===== config.mk =====
export PLATFORM = sky130hd
export DESIGN_NAME = ow_romid_sequencer
export DESIGN_NICKNAME = d
export VERILOG_FILES = /design/src/rtl/ow_romid_sequencer.sv
export SDC_FILE = /design/constraint.sdc
export NUM_CORES = 1
export LEC_CHECK = 0
export BUFFER_PORTS_ARGS = -buffer_cell sky130_fd_sc_hd__buf_2
export CORE_MARGIN = 2
export CORE_UTILIZATION = 55
export DETAILED_ROUTE_END_ITERATION = 7
export GPL_TIMING_DRIVEN = 1
export PLACE_DENSITY = 0.76
export SLEW_MARGIN = 25
export SYNTH_ARGS = -nofsm -noshare
export SYNTH_HDL_FRONTEND = slang
export SYNTH_SLANG_ARGS = --single-unit

===== constraint.sdc =====
create_clock -name CLK -period 5.9 [get_ports CLK]
set_clock_uncertainty 0.2 [all_clocks]
set_input_delay 1.18 -clock CLK [delete_from_list [all_inputs] [get_ports CLK]]
set_output_delay 1.18 -clock CLK [all_outputs]
set_load 0.03 [all_outputs]

===== src/rtl/ow_romid_sequencer.sv =====
// ow_romid_sequencer: drives a DS1WM 1-Wire master through its register port
// to read the 64-bit ROMID of a single slave.
// The sequence is: program the divisor, 1-Wire reset with presence check,
// Read ROM (0x33), then read 8 bytes.
// Optional CRC8 check is enabled by defining OW_ROMID_CRC_CHECK_EN.
module ow_romid_sequencer #(
  parameter logic [7:0] CLK_DIV      = 8'h8D,
  parameter int         POLL_TIMEOUT = 20000,
  parameter int         TOW_W        = 16
) (
  input  logic        CLK,
  input  logic        MR,
  input  logic        start,
  output logic [2:0]  bus_addr,
  output logic        bus_wr,
  output logic        bus_rd,
  output logic [7:0]  bus_wdata,
  input  logic [7:0]  bus_rdata,
  output logic        busy,
  output logic        done,
  output logic [63:0] romid,
  output logic [1:0]  err
);

  typedef enum logic [3:0] {
    S_IDLE, S_WR_DIV, S_WR_RST, S_PD_RD, S_PD_SMP, S_TX,
    S_RBF_RD, S_RBF_SMP, S_RX_RD, S_RX_SMP, S_FINISH
  } state_e;

  localparam logic [TOW_W-1:0] TOW_LAST = TOW_W'(POLL_TIMEOUT - 1);

  state_e            state_q, state_d;
  logic [3:0]        cnt_q, cnt_d;       // 8 = command slot, 0..7 = ROMID byte
  logic [TOW_W-1:0]  tow_q, tow_d;
  logic [63:0]       shadow_q, shadow_d;
  logic [63:0]       romid_q, romid_d;
  logic [1:0]        err_q, err_d;
  logic              tow_hit;

`ifdef OW_ROMID_CRC_CHECK_EN
  logic [7:0] crc_q, crc_d, crc_nx;

  // Dallas CRC8 (x^8+x^5+x^4+1), reflected, one byte LSB first
  function automatic logic [7:0] crc8(input logic [7:0] c, input logic [7:0] d);
    logic [7:0] r;
    r = c;
    for (int i = 0; i < 8; i++) begin
      if (r[0] ^ d[i]) r = (r >> 1) ^ 8'h8C;
      else             r = r >> 1;
    end
    return r;
  endfunction
`endif

  // Strobes come straight from state so MR drops them without waiting for a clock
  always_comb begin
    state_d   = state_q;
    cnt_d     = cnt_q;
    tow_d     = '0;
    shadow_d  = shadow_q;
    romid_d   = romid_q;
    err_d     = err_q;
    bus_addr  = 3'd0;
    bus_wr    = 1'b0;
    bus_rd    = 1'b0;
    bus_wdata = 8'h00;
    busy      = 1'b1;
    done      = 1'b0;
    tow_hit   = (tow_q == TOW_LAST);
`ifdef OW_ROMID_CRC_CHECK_EN
    crc_d     = crc_q;
    crc_nx    = crc8(crc_q, bus_rdata);
`endif
    case (state_q)
      S_IDLE: begin
        busy = 1'b0;
        if (start) begin
          state_d = S_WR_DIV;
          err_d   = 2'd0;
          cnt_d   = 4'd8;
`ifdef OW_ROMID_CRC_CHECK_EN
          crc_d   = 8'h00;
`endif
        end
      end
      S_WR_DIV: begin
        bus_addr = 3'd4; bus_wr = 1'b1; bus_wdata = CLK_DIV;
        state_d  = S_WR_RST;
      end
      S_WR_RST: begin
        bus_addr = 3'd0; bus_wr = 1'b1; bus_wdata = 8'h01;
        state_d  = S_PD_RD;
      end
      S_PD_RD: begin
        bus_addr = 3'd2; bus_rd = 1'b1;
        tow_d    = tow_q + TOW_W'(1);
        if (tow_hit) begin state_d = S_FINISH; err_d = 2'd3; end
        else         state_d = S_PD_SMP;
      end
      S_PD_SMP: begin
        tow_d = tow_q + TOW_W'(1);
        if (bus_rdata[0]) begin
          if (bus_rdata[1]) begin state_d = S_FINISH; err_d = 2'd1; end
          else              state_d = S_TX;
        end else if (tow_hit) begin
          state_d = S_FINISH; err_d = 2'd3;
        end else begin
          state_d = S_PD_RD;
        end
      end
      S_TX: begin
        bus_addr  = 3'd1; bus_wr = 1'b1;
        bus_wdata = (cnt_q == 4'd8) ? 8'h33 : 8'hFF;
        state_d   = S_RBF_RD;
      end
      S_RBF_RD: begin
        bus_addr = 3'd2; bus_rd = 1'b1;
        tow_d    = tow_q + TOW_W'(1);
        if (tow_hit) begin state_d = S_FINISH; err_d = 2'd3; end
        else         state_d = S_RBF_SMP;
      end
      S_RBF_SMP: begin
        tow_d = tow_q + TOW_W'(1);
        if (bus_rdata[4])  state_d = S_RX_RD;
        else if (tow_hit) begin state_d = S_FINISH; err_d = 2'd3; end
        else               state_d = S_RBF_RD;
      end
      S_RX_RD: begin
        bus_addr = 3'd1; bus_rd = 1'b1;
        state_d  = S_RX_SMP;
      end
      S_RX_SMP: begin
        if (cnt_q[3]) begin
          // echo of the Read ROM command, nothing to keep
          cnt_d   = 4'd0;
          state_d = S_TX;
        end else begin
          shadow_d[{cnt_q[2:0], 3'b000} +: 8] = bus_rdata;
`ifdef OW_ROMID_CRC_CHECK_EN
          crc_d = crc_nx;
`endif
          if (cnt_q == 4'd7) begin
            // result is settled here so romid/err are valid alongside done
            state_d = S_FINISH;
            romid_d = shadow_d;
`ifdef OW_ROMID_CRC_CHECK_EN
            err_d   = (crc_nx != 8'h00) ? 2'd2 : 2'd0;
`else
            err_d   = 2'd0;
`endif
          end else begin
            cnt_d   = cnt_q + 4'd1;
            state_d = S_TX;
          end
        end
      end
      S_FINISH: begin
        busy    = 1'b0;
        done    = 1'b1;
        state_d = S_IDLE;
      end
      default: state_d = S_IDLE;
    endcase
  end

  // State and datapath registers, cleared asynchronously by MR
  always_ff @(posedge CLK or posedge MR) begin
    if (MR) begin
      state_q  <= S_IDLE;
      cnt_q    <= '0;
      tow_q    <= '0;
      shadow_q <= '0;
      romid_q  <= '0;
      err_q    <= '0;
`ifdef OW_ROMID_CRC_CHECK_EN
      crc_q    <= '0;
`endif
    end else begin
      state_q  <= state_d;
      cnt_q    <= cnt_d;
      tow_q    <= tow_d;
      shadow_q <= shadow_d;
      romid_q  <= romid_d;
      err_q    <= err_d;
`ifdef OW_ROMID_CRC_CHECK_EN
      crc_q    <= crc_d;
`endif
    end
  end

  assign romid = romid_q;
  assign err   = err_q;

endmodule


==> flow_summary.yaml <==
routing:
  drc: 0
  final_antenna_net_count: 0
  vias: 5145
  vias_per_cell: 5.70
  drt-total-wl_microns: 15200
  met3RoutedLength_microns: 662
  wl_met2_microns: 7480
  wl_per_cell_microns: 16.8
  highest-signal-layer: "met4"
  drt-pass1-iter-count: 4
  met1_length_microns: 6840
  drt_iter0_drc: 304
grt:
  antenna_found_initial: 0
  grt_overflow: 0
  grt_max_degree: 100
  grt_pass1_wl_microns: 25400
  first_global_vias: 5088
  track_usage: 0.224
power_and_ir_drop:
  clkPwrFrac: 0.400
  combPwrFrac: 0.178
  p_sw_frac: 0.286
  power_per_cell_area_nw_per_um2: 324
  p_int_uw: 1970
  power_switching_uw: 792
  vdd_drop_max_v: 0.000299
  seqPwrFrac: 0.422
  p_leak_uw: 0.00406
final_layout:
  finalInstanceArea_sq_um: 8530
  area_delta_synth_final_pct: 14.5
  layout-drive-gt1-share: 0.285
  antennaDiodeCount: 0
  layout.nets: 734
floorplan:
  die_w_microns: 120
  core_sq_um: 13200
  boundaryPins: 92
  row_count: 42
  die_h_microns: 120
  dieArea_sq_um: 14500
  start_util: 0.562
clock_network:
  htree_num_levels: 4
  postCtsResizedCells: 0
  cts_setup_buffers: 0
  clkSinkCount: 154
  clkTransAtPathRegs_ns: 0.06
  cts_made_buffers: 17
  cts_tree: "built"
  insertion_delay_ns: 0.43
  root_buffer: "clkbuf_16"
  cts_buffer_depth: 2
  ctsHoldBuffers: 0
min_path:
  hold_start: "tow_q[0]"
  worstHoldPathCells: 1
  holdCritPathClass: "reg -> reg"
  hold_end: "tow_q[0]"
synthesis:
  synthSimpleGateAreaFrac: 0.158
  synthAdderAreaFrac: 0.0118
  synth_cells: 644
  synth_common_cells: "dfrtp_1 (154), nand2_1 (82), mux2i_1 (64), o21ai_0 (64), mux2_2 (54)"
  ys_async_sr_fraction: 1.00
  synth_compound_area_frac: 0.0761
  yosys-top-cells-area: "dfrtp_1 (52%), mux2i_1 (8.6%), mux2_2 (8.2%), o21ai_0 (4.3%), nand2_1 (4.1%)"
  synth_area_sq_um: 7450
  synthMuxAreaShare: 0.188
  ys.flop_type: "dfrtp_1"
  synth_top_area_frac: 0.517
  yosys_warnings: 0
  synth_xor_xnor_area_share: 0.0118
  ys_seq_area_frac: 0.517
  syn_nets: 662
  synth_top_family_by_area: "multiplexers"
  synth_top_area_cell: "dfrtp_1"
  synth_cell_types: 62
  syn_avg_cell_area_sq_um: 11.6
  synth-seq-cells: 154
  synth.most_common_cell: "dfrtp_1"
  synth_edf_count: 0
timing:
  setup-tns-final_ns: 0
  period_needed_ns: 3.95
  setup_viol: 0
  drv_slew: 0
  worstMarginPinSlew_ns: 0.913
  hold_viol_final: 0
  rsz0062_at_grt: "false"
  period_share: 0.670
  max_freq_mhz: 253
  maxSlewHeadroom: 0.391
worst_setup_path:
  critPathRequiredTime_ns: 6.00
  worst_setup_path_start_kind: "flop"
  reg2reg_depth: 7
  critPathArrivalTime_ns: 4.06
  critPathCaptureType: "flop"
  r2r-start: "cnt_q[0]"
  cp_max_fo: 26
  r2r_slack_ns: 1.95
  path_class: "reg -> reg"
  r2r-end: "shadow_q[6]"
placement:
  portBuffers: 91
  dp_hpwl_microns: 10400
  gp_congestion: 0.866
  placed_area_sq_um: 7930
status:
  status: "completed"
job:
  drv_cap: 0
==> kinds of logic (layout without fill, tap and decap cells) <==
family | after synthesis | after routing
simple gates | 191 | 191
flops | 154 | 154
mux | 129 | 129
compound gates | 101 | 101
buf+inv | 52 | 135
xor+xnor | 10 | 10
fa+ha+maj | 7 | 7
==> cell type report <==
type                       count  area, sq um
clock buffer                  20          447
clock inverter                10          150
fill                        1037         4720
inverter                       8         35.0
multi-input combinational    438         3320
sequential                   154         3850
tap                          176          220
timing repair buffer          97          500
==> critical path: stages (launching register included) <==
cell and delay [ns]:
dfrtp_1 0.65, inv_2 0.33, ha_1 0.23, ha_1 0.77
nor4b_1 0.33, nand3_1 0.51, nor2_4 0.42, mux2_2 0.39
==> cells in the final DEF (no fill, tap or decap), types with 9 or more instances in the layout <==
cell type,n
dfrtp_1,154
buf_2,91
nand2_1,82
mux2i_1,64
o21ai_0,63
mux2_2,54
nor2_1,17
clkbuf_16,17
a21oi_1,10
o21ai_1,10
xor2_1,9
==> worst max-delay path by stage <==
stage                   from     endpoint  slack (ns)
floorplan                 MR     cnt_q[0]        0.37
global placement    cnt_q[0]  shadow_q[7]        2.23
detailed placement  cnt_q[0]  shadow_q[6]        1.96
CTS                 cnt_q[0]  shadow_q[6]        1.95
global route        cnt_q[0]  shadow_q[6]        1.65
finish              cnt_q[0]  shadow_q[6]        1.95
==> registers in the layout (all words and copies together) (netlist names) <==
register	flops
romid	64
shadow_q	64
tow_q	16
cnt_q	4
state_q	4
err	2
==> power groups by stage <==
stage	clock, uW	combinational [uW]	sequential [uW]
2_1_floorplan	0	438	1140
3_3_place_gp	0	480	1180
3_5_place_dp	0	491	1180
4_1_cts	1130	494	1160
5_1_grt	1180	538	1170
6_report	1110	491	1170
==> stage by stage <==
step,std cells,hold slack [ns],utilization,setup WS [ns],total power (uW)
6_report,903,0.248,0.644,1.95,2770
3_3_place_gp,873,0.237,0.599,2.23,1660
3_5_place_dp,873,0.245,0.599,1.96,1670
5_1_grt,903,0.284,0.644,1.65,2890
2_1_floorplan,644,0.224,-,0.370,1580
4_1_cts,903,0.253,0.644,1.95,2790
==> metal layers <==
layer | vias to the layer above | track usage
met1 | 2559 | 0.303
met2 | 118 | 0.353
met4 | 0 | 0.0865
met3 | 20 | 0.0533
li1 | 2448 | -
met5 | - | 0
No activity file was read; power rests on OpenSTA's default activity.
